`src/rtl/axi_pattern_test_master.sv`:
```
// axi_pattern_test_master: meta-AXI4 write/read-back pattern self-test master; define AXI_TEST_ERR_LOG_EN to add first-mismatch log ports
module axi_pattern_test_master #(
  parameter int A_WIDTH = 26,
  parameter int A_WIDTH_TEST = 12,
  parameter int D_WIDTH = 16,
  parameter int D_LEVEL = 1,
  parameter logic [7:0] WBURST_LEN = 8'd15,
  parameter logic [7:0] RBURST_LEN = 8'd15,
  parameter int PASSES = 0
) (
  input  logic               aclk,
  input  logic               areset,
  input  logic               start,
  input  logic               stop,
  input  logic [1:0]         pattern_sel,
  output logic               busy,
  output logic [15:0]        pass_cnt,
  output logic               error,
  output logic [15:0]        error_cnt,
  output logic               awvalid,
  input  logic               awready,
  output logic [A_WIDTH-1:0] awaddr,
  output logic [7:0]         awlen,
  output logic               wvalid,
  input  logic               wready,
  output logic               wlast,
  output logic [D_WIDTH-1:0] wdata,
  input  logic               bvalid,
  output logic               bready,
  output logic               arvalid,
  input  logic               arready,
  output logic [A_WIDTH-1:0] araddr,
  output logic [7:0]         arlen,
  input  logic               rvalid,
  output logic               rready,
  input  logic               rlast,
  input  logic [D_WIDTH-1:0] rdata
`ifdef AXI_TEST_ERR_LOG_EN
  ,
  output logic [A_WIDTH-1:0] err_addr,
  output logic [D_WIDTH-1:0] err_exp,
  output logic [D_WIDTH-1:0] err_got
`endif
);
  typedef enum logic [2:0] {IDLE, AW, W, B, AR, R, PASS_END} state_t;
  localparam int REP = (D_WIDTH + 15) / 16;
  localparam logic [A_WIDTH_TEST-1:0] WSTEP = A_WIDTH_TEST'((int'(WBURST_LEN) + 1) << D_LEVEL);
  localparam logic [A_WIDTH_TEST-1:0] RSTEP = A_WIDTH_TEST'((int'(RBURST_LEN) + 1) << D_LEVEL);
  state_t state, nxt;
  logic [A_WIDTH_TEST-1:0] base, beat_off, nxt_base;
  logic [7:0] beat;
  logic [15:0] seed;
  logic [16*REP-1:0] seed_rep;
  logic [1:0] pat;
  logic [A_WIDTH-1:0] beat_addr;
  logic [D_WIDTH-1:0] exp_data;
  logic stop_lat, last_burst, rd_hit, mismatch, done, accept;
  assign accept = state == IDLE && start;
  assign nxt_base = base + (state == B ? WSTEP : RSTEP);
  assign last_burst = nxt_base == '0;
  assign beat_off = base + (A_WIDTH_TEST'(beat) << D_LEVEL);
  assign beat_addr = A_WIDTH'(beat_off);
  assign seed_rep = {REP{seed}};
  // Pattern is a pure function of the beat address, so read-back needs no storage
  assign exp_data = pat == 2'd0 ? D_WIDTH'(beat_addr) :
                    pat == 2'd1 ? D_WIDTH'(~beat_addr) :
                    pat == 2'd2 ? D_WIDTH'(beat_addr) ^ seed_rep[D_WIDTH-1:0] :
                    D_WIDTH'(1) << beat_addr[D_LEVEL +: $clog2(D_WIDTH)];
  assign rd_hit = state == R && rvalid;
  assign mismatch = rd_hit && rdata != exp_data;
  assign done = stop_lat || stop || (PASSES != 0 && int'(pass_cnt) + 1 == PASSES);
  assign busy = state != IDLE;
  assign awvalid = state == AW;
  assign wvalid = state == W;
  assign wlast = state == W && beat == WBURST_LEN;
  assign bready = state == B;
  assign arvalid = state == AR;
  assign rready = state == R;
  assign awaddr = A_WIDTH'(base);
  assign araddr = A_WIDTH'(base);
  assign wdata = exp_data;
  assign awlen = WBURST_LEN;
  assign arlen = RBURST_LEN;
  always_comb begin
    nxt = state;
    case (state)
      IDLE:     nxt = start ? AW : IDLE;
      AW:       nxt = awready ? W : AW;
      W:        nxt = wready && wlast ? B : W;
      B:        nxt = bvalid ? (last_burst ? AR : AW) : B;
      AR:       nxt = arready ? R : AR;
      R:        nxt = rvalid && rlast ? (last_burst ? PASS_END : AR) : R;
      PASS_END: nxt = done ? IDLE : AW;
      default:  nxt = IDLE;
    endcase
  end
  always_ff @(posedge aclk)
    if (areset) state <= IDLE;
    else state <= nxt;
  always_ff @(posedge aclk)
    if (areset) begin
      base <= '0;
      beat <= '0;
      seed <= 16'h0001;
      pat <= '0;
      stop_lat <= 1'b0;
      pass_cnt <= '0;
      error_cnt <= '0;
      error <= 1'b0;
    end else begin
      error <= mismatch;
      stop_lat <= state == IDLE ? start & stop : stop_lat | stop;
      if (accept) begin
        base <= '0;
        pat <= pattern_sel;
        pass_cnt <= '0;
        error_cnt <= '0;
      end
      if ((state == AW && awready) || (state == AR && arready)) beat <= '0;
      if ((state == W && wready) || rd_hit) beat <= beat + 8'd1;
      if ((state == B && bvalid) || (rd_hit && rlast)) base <= nxt_base;
      if (mismatch && error_cnt != 16'hFFFF) error_cnt <= error_cnt + 16'd1;
      if (state == PASS_END) begin
        pass_cnt <= pass_cnt + 16'd1;
        seed <= {seed[14:0], seed[15] ^ seed[13]};
      end
    end
`ifdef AXI_TEST_ERR_LOG_EN
  logic err_seen;
  always_ff @(posedge aclk)
    if (areset || accept) begin
      err_seen <= 1'b0;
      err_addr <= '0;
      err_exp <= '0;
      err_got <= '0;
    end else if (mismatch && !err_seen) begin
      err_seen <= 1'b1;
      err_addr <= beat_addr;
      err_exp <= exp_data;
      err_got <= rdata;
    end
`endif
endmodule
```
`config.mk`:
```
export PLATFORM = sky130hd
export DESIGN_NAME = axi_pattern_test_master
export DESIGN_NICKNAME = d
export VERILOG_FILES = /design/src/rtl/axi_pattern_test_master.sv
export SDC_FILE = /design/constraint.sdc
export NUM_CORES = 1
export LEC_CHECK = 0
export CAP_MARGIN = 40
export CORE_ASPECT_RATIO = 1.25
export CORE_UTILIZATION = 30
export DETAILED_ROUTE_END_ITERATION = 10
export GPL_ROUTABILITY_DRIVEN = 0
export MAX_ROUTING_LAYER = met4
export SETUP_SLACK_MARGIN = 0.5
export SLEW_MARGIN = 40
export SYNTH_ARGS = -nofsm -noshare
export SYNTH_HDL_FRONTEND = slang
export SYNTH_SLANG_ARGS = --single-unit
```
`constraint.sdc`:
```
create_clock -name aclk -period 5.8 [get_ports aclk]
set_clock_uncertainty 0.15 [all_clocks]
set_input_delay 1.45 -clock aclk [delete_from_list [all_inputs] [get_ports aclk]]
set_output_delay 1.45 -clock aclk [all_outputs]
set_load 0.02 [all_outputs]
```
=== After elaboration in Yosys (flattened, before gate mapping) ===
Cells that the tools add are included.

* Bits in registers: 75
* Bits of input ports: 28
* Output and inout bits: 124
* Word-level logic and storage cells: 76

* $add $sub $neg: 5
* Equality and inequality tests: 11
* Shift-type cells: 1
* Mux-type cells: 21
* Bitwise operators: 5
* Reduce and logical (&&, ||, !) cells: 24

{| class="wikitable"
|+ Operators by type and width
! kind !! number
|-
| 2-to-1 mux 16 bit || 6
|-
| adder 16 x 1 -> 16 bit, second input constant || 2
|-
| 2-to-1 mux 12 bit || 2
|-
| one-hot mux 3 bit (7 select lines) || 1
|-
| 2-to-1 mux 8 bit || 2
|-
| != test 16 bit || 1
|-
| != test 16 bit, second input constant || 1
|-
| inverter 12 -> 16 bit || 1
|-
| << shifter 1 x 4 -> 16 bit, first input constant || 1
|-
| bitwise XOR 12 x 16 -> 16 bit || 1
|-
| adder 12 x 6 -> 12 bit, second input constant || 1
|-
| adder 12 x 9 -> 12 bit || 1
|-
| logical AND 1 bit || 12
|-
| zero test 12 bit || 1
|-
| == test 3 bit, second input constant || 3
|-
| adder 8 x 1 -> 8 bit, second input constant || 1
|-
| == test 8 x 4 -> 1 bit, second input constant || 1
|-
| nonzero test 2 bit || 4
|-
| == test 3 x 2 -> 1 bit, second input constant || 2
|-
| 2-to-1 mux 2 bit || 3
|-
| 2-to-1 mux 3 bit || 2
|-
| 2-to-1 mux 1 bit || 5
|-
| logical OR 1 bit || 4
|-
| == test 3 x 1 -> 1 bit, second input constant || 1
|-
| other kinds (8) || 8
|}

=== Logic depth before layout (Yosys ltp) ===
* Depth in word-level cells: 9
* Depth in mapped cells: 13
* Mapped depth without buffers: 11

=== Worst setup path before layout ===
OpenSTA, ideal clock, no wires.

* Kind: register -> output
* Start point: reg base[8]
* End point: out wdata[11]
* Arrival: 2.227 ns
* Data required time: 4.200 ns
* Path slack: 1.973 ns
* Stages on the path, launching flop included: 8
* Path buffers: 1
* Cell sequence: dfxtp_1 -> ha_1 -> a21o_1 -> a22o_1 -> buf_6 -> and2_4 -> xor2_1 -> o21ai_0

* Longest elaborated chain between the ends: 5
* Elaborated cells on any way between the ends: 6
* Those cells by class: add/sub: 1; mux: 3; bitwise: 2

{| class="wikitable"
|+ RTL lines
! element !! line !! source
|-
| start: declaration || 50 || <nowiki>logic [A_WIDTH_TEST-1:0] base, beat_off, nxt_base;</nowiki>
|-
| start signal: assignment || 121 || <nowiki>if ((state == B && bvalid) || (rd_hit && rlast)) base <= nxt_base;</nowiki>
|-
| adder 12 x 9 -> 12 bit (*) || 61 || <nowiki>assign beat_off = base + (A_WIDTH_TEST'(beat) << D_LEVEL);</nowiki>
|-
| bitwise XOR 12 x 16 -> 16 bit || 67 || <nowiki>pat == 2'd2 ? D_WIDTH'(beat_addr) ^ seed_rep[D_WIDTH-1:0] :</nowiki>
|-
| 2-to-1 mux 16 bit || 67 ||
|-
| 2-to-1 mux 16 bit || 66 || <nowiki>pat == 2'd1 ? D_WIDTH'(~beat_addr) :</nowiki>
|-
| 2-to-1 mux 16 bit (*) || 65 || <nowiki>assign exp_data = pat == 2'd0 ? D_WIDTH'(beat_addr) :</nowiki>
|-
| end: declaration || 27 || <nowiki>output logic [D_WIDTH-1:0] wdata,</nowiki>
|}

Every way passes the cells marked *; elsewhere a longest branch is shown, timed or not.

=== Worst setup path in the final report ===
Ends and elaborated chain as after synthesis.

==> impl_metrics.csv <==
group,metric,value,unit
outcome,status,"finished, final reports clean",
critical_path,path_delay_family,"compound AO/OA/AOI/OAI gates",
worst_hold_path,min_path_type,"reg -> reg",
critical_path,ff2ff_path_depth,10,
sta,tns,0,ps
critical_path,critPathMaxFanout,10,
place,dp.cells,962,
critical_path,cp_slowest_cell,"clkdlybuf4s50_1",
cts,clk_pin_slew,60,ps
route,drt_iter0_drc,239,
critical_path,r2r-end,"error_cnt[5]",
sta,finalWorstPathRequiredPeriod,4653,ps
route,num_vias,4883,
cts,cts_tree,"built",
yosys,synth-edff-count,0,
yosys,ys_ff_latch,70,
floorplanning,rows,53,
sta,rsz0062_at_grt,"no",
cts,clock_latency,340,ps
sta,fin_crit_sh,0.8023,
yosys,synth_xor_area_frac,0.05302,
sta,slew_viol_final,0,
yosys,synth_area,0.005191,mm2
sta,hold_viol_final,0,
final_layout,final_area,0.006359,mm2
yosys,synthCells,686,
place,io_buffers,97,
critical_path,worstPathArrival,3050,ps
floorplanning,die_w,119.7,um
final_layout,final_layout_size_suffix_gt1_frac,0.06596,
yosys,synth_compound_area_frac,0.2162,
critical_path,crit_cells,8,
yosys,synth_top_family_by_area,"simple AND/OR/NAND/NOR gates",
place,placed_cell_area,0.006037,mm2
global_route,track_usage,0.1597,
cts,cts_setup_buffers,0,
critical_path,required,4200,ps
critical_path,timing.rr.start,"base[8]",
cts,htree_levels,3,
yosys,synth_area_per_cell,7.567,um2
power,p_per_area,199.4,mW/mm2
floorplanning,die_h,149.1,um
final_layout,final_util,0.3775,
global_route,antenna_found_initial,0,
floorplanning,num_io_pins,152,
route,drc,0,
global_route,grt_first_pass_wirelength,22070,um
route,routed_via_density,4.993,
cts,clock-root-buffer,"clkbuf_16",
critical_path,crit_path_end,"wdata[11]",
yosys,ys_dominant_reg_cell,"dfxtp_1",
power,p_leak,2.315,nW
final_layout,synthToLayoutAreaGrowth,22.49,%
sta,setup_viol,0,
sta,relSlewSlack,0.4403,
final_layout,antenna_cells,0,
critical_path,worstSetupStartpointType,"register",
route,totalWireLength,13860,um
cts,cts-resized-gates,0,
sta,worstMarginPinSlew,839.5,ps
final_layout,layout_common_cells,"clkdlybuf4s50_1 (96), nand2_1 (76), dfxtp_1 (69)",
cts,cts_sinks,70,
job,drv_cap,0,
critical_path,startpoint,"base[8]",
critical_path,cpPeakStageDelay,620,ps
yosys,synth_simple_gate_area_frac,0.2714,
critical_path,crit_path_end_kind,"output pin",
route,routedWlPerCell,14.17,um
cts,holdBufCountCts,0,
floorplanning,core,0.01684,mm2
cts,cts_made_buffers,9,
route,antenna_left,0,
global_route,grt_overflow,0,
floorplanning,initial_core_util,0.3082,
final_layout,stdcell_count,978,
yosys,async_reset_ff_frac,0,
critical_path,ff2ff_setup_slack,2050,ps
yosys,synth_warnings,0,
yosys,synthDistinctLibCells,78,
sta,fmax,214.9,MHz
power,vdd_ir_drop_max,120.2,uV
yosys,synth_mux_area_frac,0.01784,
global_route,grt_start_max_net_pins,38,
final_layout,nets,793,
yosys,synth_fa_ha_area_frac,0.02892,
critical_path,cp_num_buf_inv,1,
critical_path,critPathKind,"reg -> out",
floorplanning,die-area,0.01784,mm2
final_layout,layout_commonest_cell,"clkdlybuf4s50_1",
route,firstDrtPassIters,4,
yosys,ys_seq_area_frac,0.2699,
critical_path,cp_cell_sequence,"ha_1 -> a21o_1 -> a22o_1 -> and3_4 -> o31ai_2 -> nand2_1 -> o21ai_0 -> clkdlybuf4s50_1",
global_route,grt_pass1_vias,4470,
place,hpwl,10300,um
cts,cts.path.max_buffers,2,
[power by group]
group / leakage, nW / switching (W) / internal (W) / total [W]
combinational: 1.59 / 0.000118 / 0.0000696 / 0.000188
sequential: 0.565 / 0.00000933 / 0.000484 / 0.000494
clock: 0.162 / 0.000209 / 0.000378 / 0.000587
[layout make-up]
type                            instances  area, um2
Fill cell                            1783      10490
Multi-Input combinational cell        543       3256
Sequential cell                        70       1403
Timing Repair Buffer                  102       1003
Clock buffer                           13      280.3
Tap cell                              220      275.3
Inverter                               27      101.3
Clock inverter                          3      40.04
[per-layer routing]
metal,part of all wire,wire [um],global-route usage,vias up
li1,-,-,-,2453
met1,0.45,6198,0.1892,2279
met2,0.50,6872,0.2717,139
met3,0.046,632,0.03402,12
met4,0.011,158,0.04438,0
met5,0,0,-,-
[worst min-delay path by stage]
stage | from | to | slack, ps | depth (start not counted)
final | stop_lat | stop_lat | 300 | 2
after global routing | stop_lat | stop_lat | 330 | 2
after CTS | stop_lat | stop_lat | 300 | 2
after detailed placement | stop_lat | stop_lat | 300 | 2
after global placement | stop_lat | stop_lat | 290 | 2
after floorplan | stop_lat | stop_lat | 280 | 2
[synthesized netlist by cell type (3+ instances only)]
library cell | instances | area [um2]
a211o_1 | 3 | 26.28
a211oi_1 | 8 | 60.06
a21boi_0 | 3 | 22.52
a21oi_1 | 57 | 285.3
a22oi_1 | 9 | 67.56
a311oi_1 | 6 | 52.55
a31oi_1 | 4 | 25.02
and2_1 | 9 | 56.30
and3_1 | 19 | 118.9
buf_2 | 10 | 50.05
buf_4 | 63 | 473.0
clkbuf_1 | 21 | 78.83
dfxtp_1 | 70 | 1401
ha_1 | 12 | 150.1
inv_1 | 26 | 97.59
mux2i_1 | 7 | 70.07
nand2_1 | 76 | 285.3
nand2b_1 | 5 | 31.28
nand3_1 | 42 | 210.2
nand3b_1 | 6 | 45.04
nand4_1 | 10 | 62.56
nand4b_1 | 5 | 43.79
nor2_1 | 63 | 236.5
nor2b_1 | 4 | 25.02
nor3_1 | 14 | 70.07
nor3b_1 | 3 | 22.52
nor4_1 | 4 | 25.02
o211a_1 | 4 | 40.04
o211ai_1 | 7 | 52.55
o21a_1 | 8 | 60.06
o21ai_0 | 19 | 95.09
o21ai_1 | 3 | 15.01
o221ai_1 | 4 | 35.03
or2_2 | 3 | 18.77
or3_1 | 5 | 31.28
xnor2_1 | 16 | 140.1
xor2_1 | 7 | 61.31
[per-stage QoR]
stage                     hold WS, ps   power, W  setup slack, ps
final                           303.8   0.001268             1147
after global routing            326.4   0.001325            901.3
after CTS                       304.3   0.001287             1135
after detailed placement        296.6  0.0006921             1508
after global placement          293.0  0.0006917             1550
after floorplan                 283.7  0.0006545             1973
[flip-flops by register name (all words and copies together), names as in the netlist]
name       flops
beat           8
pat            2
stop_lat       1
pass_cnt      16
seed          16
error_cnt     16
base           7
error          1
state          3
[kinds of logic (layout without fill, tap and decap cells)]
logic type | count (synthesis) | after routing
compound gates | 161 | 161
xor+xnor | 26 | 26
fa+ha+maj | 12 | 12
buf+inv | 125 | 145
flops | 70 | 70
mux | 9 | 9
other cells | 2 | 54
simple gates | 281 | 281
[worst register-to-register path, delay by kind of cell, from the launching register on]
family          cells  cell delay, ps
compound gates      5            1560
simple gates        3             770
flops               1             510
xor+xnor            1             350
fa+ha+maj           1             340
Power figures use the tool's default switching activity.
